$ cat config.mk
export PLATFORM = sky130hd
export DESIGN_NAME = bist_session_sequencer
export DESIGN_NICKNAME = d
export VERILOG_FILES = /design/src/rtl/bist_session_sequencer.sv
export SDC_FILE = /design/constraint.sdc
export NUM_CORES = 1
export LEC_CHECK = 0
export ABC_AREA = 1
export CORE_MARGIN = 2
export CORE_UTILIZATION = 40
export DETAILED_ROUTE_END_ITERATION = 8
export PLACE_DENSITY_LB_ADDON = 0.12
export SLEW_MARGIN = 30
export SYNTH_ARGS = -nofsm -noshare
export SYNTH_HDL_FRONTEND = slang
export SYNTH_SLANG_ARGS = --single-unit
export TNS_END_PERCENT = 5
$ cat constraint.sdc
create_clock -name clk -period 1.6 [get_ports clk]
set_clock_uncertainty 0.05 [all_clocks]
set_input_delay 0.24 -clock clk [delete_from_list [all_inputs] [get_ports clk]]
set_output_delay 0.24 -clock clk [all_outputs]
set_load 0.02 [all_outputs]
$ cat src/rtl/bist_session_sequencer.sv
// Multi-session BIST campaign sequencer: launches one controller session per seed index,
// checks each MISR signature against its golden value and aggregates a per-session fail mask.
module bist_session_sequencer #(
  parameter int                     NSESS   = 4,
  parameter int                     SIG_W   = 16,
  parameter logic [NSESS*SIG_W-1:0] GOLDEN  = '0,
  parameter int                     TIMEOUT = 1023,
  parameter int                     IDX_W   = 2
) (
  input  logic             clk,
  input  logic             reset,
  input  logic             start,
  output logic             bist_start,
  input  logic             bist_finish,
  input  logic [SIG_W-1:0] misr_sig,
  output logic [IDX_W-1:0] sess_idx,
  output logic             busy,
  output logic             done,
  output logic             pass,
  output logic [NSESS-1:0] fail_mask,
  output logic             timeout_err
);

  localparam int               CNT_W     = (TIMEOUT < 1) ? 1 : $clog2(TIMEOUT + 1);
  localparam logic [CNT_W-1:0] TIMEOUT_C = CNT_W'(TIMEOUT);
  localparam logic [IDX_W-1:0] LAST_IDX  = IDX_W'(NSESS - 1);

  typedef enum logic [2:0] {
    S_IDLE   = 3'd0,
    S_LAUNCH = 3'd1,
    S_WAIT   = 3'd2,
    S_CHECK  = 3'd3,
    S_GAP    = 3'd4,
    S_DONE   = 3'd5
  } state_t;

  state_t           state_q, state_d;
  logic [IDX_W-1:0] sess_idx_q, sess_idx_d;
  logic [CNT_W-1:0] cnt_q, cnt_d;
  logic [SIG_W-1:0] sig_q, sig_d;
  logic [NSESS-1:0] fail_mask_q, fail_mask_d;
  logic             timeout_err_q, timeout_err_d;

  function automatic logic [SIG_W-1:0] golden_sig(input logic [IDX_W-1:0] idx);
    logic [SIG_W-1:0] g;
    g = '0;
    for (int i = 0; i < NSESS; i++) begin
      g = (idx == IDX_W'(i)) ? GOLDEN[i*SIG_W +: SIG_W] : g;
    end
    return g;
  endfunction

  function automatic logic [NSESS-1:0] sess_onehot(input logic [IDX_W-1:0] idx);
    logic [NSESS-1:0] m;
    m = '0;
    for (int i = 0; i < NSESS; i++) begin
      m[i] = (idx == IDX_W'(i)) ? 1'b1 : 1'b0;
    end
    return m;
  endfunction

  // Next-state and datapath updates for the campaign sequencer.
  always_comb begin
    state_d       = state_q;
    sess_idx_d    = sess_idx_q;
    cnt_d         = cnt_q;
    sig_d         = sig_q;
    fail_mask_d   = fail_mask_q;
    timeout_err_d = timeout_err_q;
    case (state_q)
      S_IDLE, S_DONE: begin
        if (start) begin
          state_d       = S_LAUNCH;
          fail_mask_d   = '0;
          timeout_err_d = 1'b0;
          sess_idx_d    = '0;
        end else begin
          state_d = state_q;
        end
      end
      S_LAUNCH: begin
        cnt_d   = '0;
        state_d = S_WAIT;
      end
      S_WAIT: begin
        cnt_d = cnt_q + CNT_W'(1);
        // A finish arriving on the timeout cycle still counts as a completed session.
        if (bist_finish) begin
          sig_d   = misr_sig;
          state_d = S_CHECK;
        end else if (cnt_q == TIMEOUT_C) begin
          fail_mask_d   = fail_mask_q | sess_onehot(sess_idx_q);
          timeout_err_d = 1'b1;
          state_d       = S_DONE;
        end else begin
          state_d = S_WAIT;
        end
      end
      S_CHECK: begin
        if (sig_q != golden_sig(sess_idx_q)) begin
          fail_mask_d = fail_mask_q | sess_onehot(sess_idx_q);
        end else begin
          fail_mask_d = fail_mask_q;
        end
        if (sess_idx_q == LAST_IDX) begin
          state_d = S_DONE;
        end else begin
          state_d = S_GAP;
        end
      end
      S_GAP: begin
        sess_idx_d = sess_idx_q + IDX_W'(1);
        state_d    = S_LAUNCH;
      end
      default: begin
        state_d = S_IDLE;
      end
    endcase
  end

  // State and result registers with synchronous reset.
  always_ff @(posedge clk) begin
    if (reset) begin
      state_q       <= S_IDLE;
      sess_idx_q    <= '0;
      cnt_q         <= '0;
      sig_q         <= '0;
      fail_mask_q   <= '0;
      timeout_err_q <= 1'b0;
    end else begin
      state_q       <= state_d;
      sess_idx_q    <= sess_idx_d;
      cnt_q         <= cnt_d;
      sig_q         <= sig_d;
      fail_mask_q   <= fail_mask_d;
      timeout_err_q <= timeout_err_d;
    end
  end

  assign bist_start  = (state_q == S_LAUNCH);
  assign busy        = (state_q == S_LAUNCH) || (state_q == S_WAIT) ||
                       (state_q == S_CHECK)  || (state_q == S_GAP);
  assign done        = (state_q == S_DONE);
  assign pass        = done && (fail_mask_q == '0) && !timeout_err_q;
  assign sess_idx    = sess_idx_q;
  assign fail_mask   = fail_mask_q;
  assign timeout_err = timeout_err_q;

endmodule

# == After elaboration in Yosys (flattened, before gate mapping) ==
# Cells that the tools add are included.
# op_classes
mux,21
eq_ne,13
add_sub_neg,2
n_reduce_logical,19
bitwise,1
# ops
op,count
10-bit one-hot mux with 2 select lines,1
4-bit two-way mux,4
16-bit nonzero test,1
3-bit one-hot mux with 5 select lines,1
4-bit one-hot mux with 3 select lines,1
"10-bit by 1-bit adder with 10-bit output, second input constant",1
"10-bit equality test, second input constant",1
3-bit two-way mux,3
1-bit two-way mux,8
"2-bit != test, second input constant",4
"3-bit by 2-bit equality test with 1-bit output, second input constant",2
"3-bit equality test, second input constant",2
2-bit nonzero test,3
5-bit AND reduction,1
"2-bit equality test, second input constant",2
4-bit zero test,1
4-bit bitwise OR,1
2-bit one-hot mux with 2 select lines,1
2-bit AND reduction,2
4-bit AND reduction,1
"3-bit by 1-bit equality test with 1-bit output, second input constant",1
3-bit zero test,1
1-bit logical OR,3
3-bit nonzero test,1
8 further kinds,9
# word_totals
reg_bits,36
in_bits,20
out_inout_bits,11
wordCells,62

# == Longest topological paths before layout ==
# depth
depth_word,6
ltp_mapped,9
depth_no_buf,9

# == Worst setup path after synthesis ==
# No wires, ideal clock.
# synth_path
kind,reg2out
from,register state_q[0]
to,output pass
n_path_buf,0
path_slack_ns,-0.330
stages_incl_launch_ff,5
t_arrival_ns,1.640
cell_sequence,dfxtp_1 inv_2 nor3_1 nand4_1 nor3_1
# synth_via
elab_chain_len,3
# synth_lines
element,line,source
from (decl),37,"state_t state_q, state_d;"
from (signal assigned),131,state_q <= state_d;
3-bit equality test,143,assign done = (state_q == S_DONE);
via done,18,"output logic done,"
1-bit logical AND (2 in series),144,assign pass = done && (fail_mask_q == '0) && !timeout_err_q;
to (decl),19,"output logic pass,"
# The timed path passes the listed nets, and every way through them passes these cells.

# == Worst setup path in the final report ==
# layout_path
from,"register fail_mask_q[1], in the netlist fail_mask[1]"
to,output fail_mask[1]
# layout_lines
element,line,source
from (decl),41,"logic [NSESS-1:0] fail_mask_q, fail_mask_d;"
from (signal assigned),135,fail_mask_q <= fail_mask_d;
to (decl),20,"output logic [NSESS-1:0] fail_mask,"
# No word-level cell between the ends.

==> results.sh <==
export IMPL_status="completed"
export IMPL_grt_setup_unrepaired="true"
export IMPL_cp_top_family="buffers and inverters"
export IMPL_setup_worst_path_start_class="flop"
export IMPL_die_h_um=69.8
export IMPL_postRouteAntennaNets=0
export IMPL_synth_fp_nets=278
export IMPL_place_congestion=0.864
export IMPL_p_leak_uw=0.00100
export IMPL_worstPathCellList="clkdlybuf4s50_1"
export IMPL_htreeDepth=2
export IMPL_vias=1682
export IMPL_cp_max_fo=3
export IMPL_numCtsBuffers=5
export IMPL_max_vdd_ir_drop_mv=0.599
export IMPL_max_freq_ghz=0.650
export IMPL_hold_viol=0
export IMPL_slowest_delay_ps=610
export IMPL_routed_wl_um=3740
export IMPL_clockRootBuffer="clkbuf_8"
export IMPL_viasPerCell=4.76
export IMPL_n_antenna_cell=0
export IMPL_wl_per_cell_um=10.6
export IMPL_critPathArrivalTime_ps=1250
export IMPL_syn_to_final_growth_pct=36.4
export IMPL_antenna_found_initial=0
export IMPL_drc_errors=0
export IMPL_synth_edf_count=0
export IMPL_insertion_delay_ps=290
export IMPL_period_minus_slack_ps=1540
export IMPL_floorplan_initialDensity_pct=42.3
export IMPL_first_pass_iters=4
export IMPL_setup_viol=0
export IMPL_io_pins=31
export IMPL_fin_crit_sh_pct=96.1
export IMPL_drive_gt1_share_pct=17.8
export IMPL_crit_required_ps=1310
export IMPL_power_uw=3290
export IMPL_slowest_stage="clkdlybuf4s50_1"
export IMPL_cp_num_buf_inv=1
export IMPL_port_buffers=30
export IMPL_dieWidth_um=69.8
export IMPL_grt_max_degree=19
export IMPL_hold_path_class="reg2reg"
export IMPL_avgSynthCellArea_sq_um=6.84
export IMPL_drv_cap=0
export IMPL_relSlewSlack_pct=84.6
export IMPL_seq_area_frac_synth_pct=41.6
export IMPL_overflow=0
export IMPL_netlist_instances=253
export IMPL_yosys_warnings=0
export IMPL_post_cts_buffers=0
export IMPL_yosysMostFrequentCell="nor2_1"
export IMPL_dieArea_sq_mm=0.00487
export IMPL_drt_iter0_markers=75
export IMPL_dpl_instance_area_sq_mm=0.00222
export IMPL_synth_cell_types=24
export IMPL_rows=23
export IMPL_netlist_area_sq_mm=0.00173
export IMPL_clockBufferDepth=2
export IMPL_crit_type="reg2out"
export IMPL_coreArea_sq_mm=0.00409
export IMPL_synth_top_area_share_pct=41.6
export IMPL_ctsHoldBuffers=0
export IMPL_postLayoutCellArea_sq_mm=0.00236
export IMPL_async_reset_ff_share_pct=0
export IMPL_cts_sinks=36
export IMPL_hold_slack_ps=416
export IMPL_pre_cts_ws_ps=-100
export IMPL_dp_hpwl_um=2820
export IMPL_worstMarginPinSlew_ps=230
export IMPL_drv_slew=0
export IMPL_grt_pass1_vias=1530
export IMPL_powerDensity_mw_per_mm2=1390
export IMPL_clk_pin_slew_ps=70
export IMPL_synthTopCellsByArea="dfxtp_1 42%, nor2_1 14%, nand2_1 9.5%"
export IMPL_grt_pass1_wl_um=6580
export IMPL_ys_flop_type="dfxtp_1"
export IMPL_synthTopCellsByCount="63 x nor2_1, 44 x nand2_1, 36 x dfxtp_1, 27 x o21ai_0, 24 x inv_1"
export IMPL_synth_top_cell_by_area="dfxtp_1"
export IMPL_grt_usage_pct=16.7
export IMPL_synth_seq_cells=36
export IMPL_cts_tree="built"
export IMPL_setup_tns_ps=0
export IMPL_nFillCells=411
export IMPL_cp_end_kind="output port"
export IMPL_setup_slack_ps=61.7
export IMPL_final_nets=328
==> metal layers <==
metal / part of all wire, % / wire length, um / vias up / global-route usage [%]
li1: - / - / 910 / -
met1: 48 / 1800 / 744 / 19.9
met2: 46 / 1740 / 22 / 28.6
met3: 3.5 / 132 / 6 / 4.51
met4: 2.1 / 79 / 0 / 6.41
met5: 0 / 0 / - / 0
==> flip-flops by register name (all words and copies together), names as in the netlist <==
| signal | cells |
|---|---|
| sig_q | 16 |
| cnt_q | 10 |
| fail_mask | 4 |
| state_q | 3 |
| sess_idx | 2 |
| timeout_err | 1 |
==> kinds of logic (layout without fill, tap and decap cells) <==
| family | count (synthesis) | after routing | share of synthesized area, % |
|---|---|---|---|
| AOI/OAI and AO/OA | 48 | 48 | 14.5 |
| adders and majority gates | 5 | 5 | 3.62 |
| buffers and inverters | 32 | 82 | 7.38 |
| DFF | 36 | 36 | 41.6 |
| and+or+nand+nor | 132 | 132 | 32.8 |
==> path summary, 6_finish.rpt <==
check | start | endpoint | slack [ps] | cells after the start
worst max-delay path | fail_mask[1] | fail_mask[1] | 60 | 1
worst min-delay path | cnt_q[3] | cnt_q[3] | 420 | 2
worst min register to register | cnt_q[3] | cnt_q[3] | 420 | 2
worst max register to register | state_q[2] | sig_q[0] | 120 | 10
==> power breakdown <==
part	internal (uW)	switching [uW]	total, uW
clock network	383	309	692
registers	1060	105	1160
logic	592	837	1430
total	2030	1250	3290
==> cell usage in the layout (no fill, tap or decap), types with 2 or more instances in the layout <==
cell type	count
nor2_1	63
nand2_1	43
dfxtp_1	33
o21ai_0	27
inv_1	22
clkdlybuf4s50_1	21
buf_4	19
a21oi_1	14
clkbuf_8	7
nand4_1	6
nand3_1	5
ha_1	5
nand2_2	4
dlygate4sd2_1	4
inv_2	3
nor2_4	3
dfxtp_2	3
o211ai_1	2
a21oi_2	2
nand3_2	2
buf_2	2
==> timing repair <==
action,in CTS,in global routing
resized for setup,16,21
endpoints found under the setup margin,8,25
pin swaps,0,2
==> final cells by class <==
cell class | count | area [sq um] | area share [%]
clock buffer | 7 | 96.3 | 4.08
inverter | 27 | 109 | 4.61
multi-input combinational | 185 | 937 | 39.7
sequential | 36 | 724 | 30.7
tap | 50 | 62.6 | 2.65
timing repair buffer | 48 | 430 | 18.2
==> per-stage QoR <==
| step | utilization (%) | std cells |
|---|---|---|
| floorplan | - | 253 |
| finish | 57.7 | 353 |
| detailed placement | 54.4 | 346 |
| global route | 57.7 | 353 |
| CTS | 56.6 | 353 |
| global placement | 54.4 | 346 |
Power figures use the tool's default switching activity.
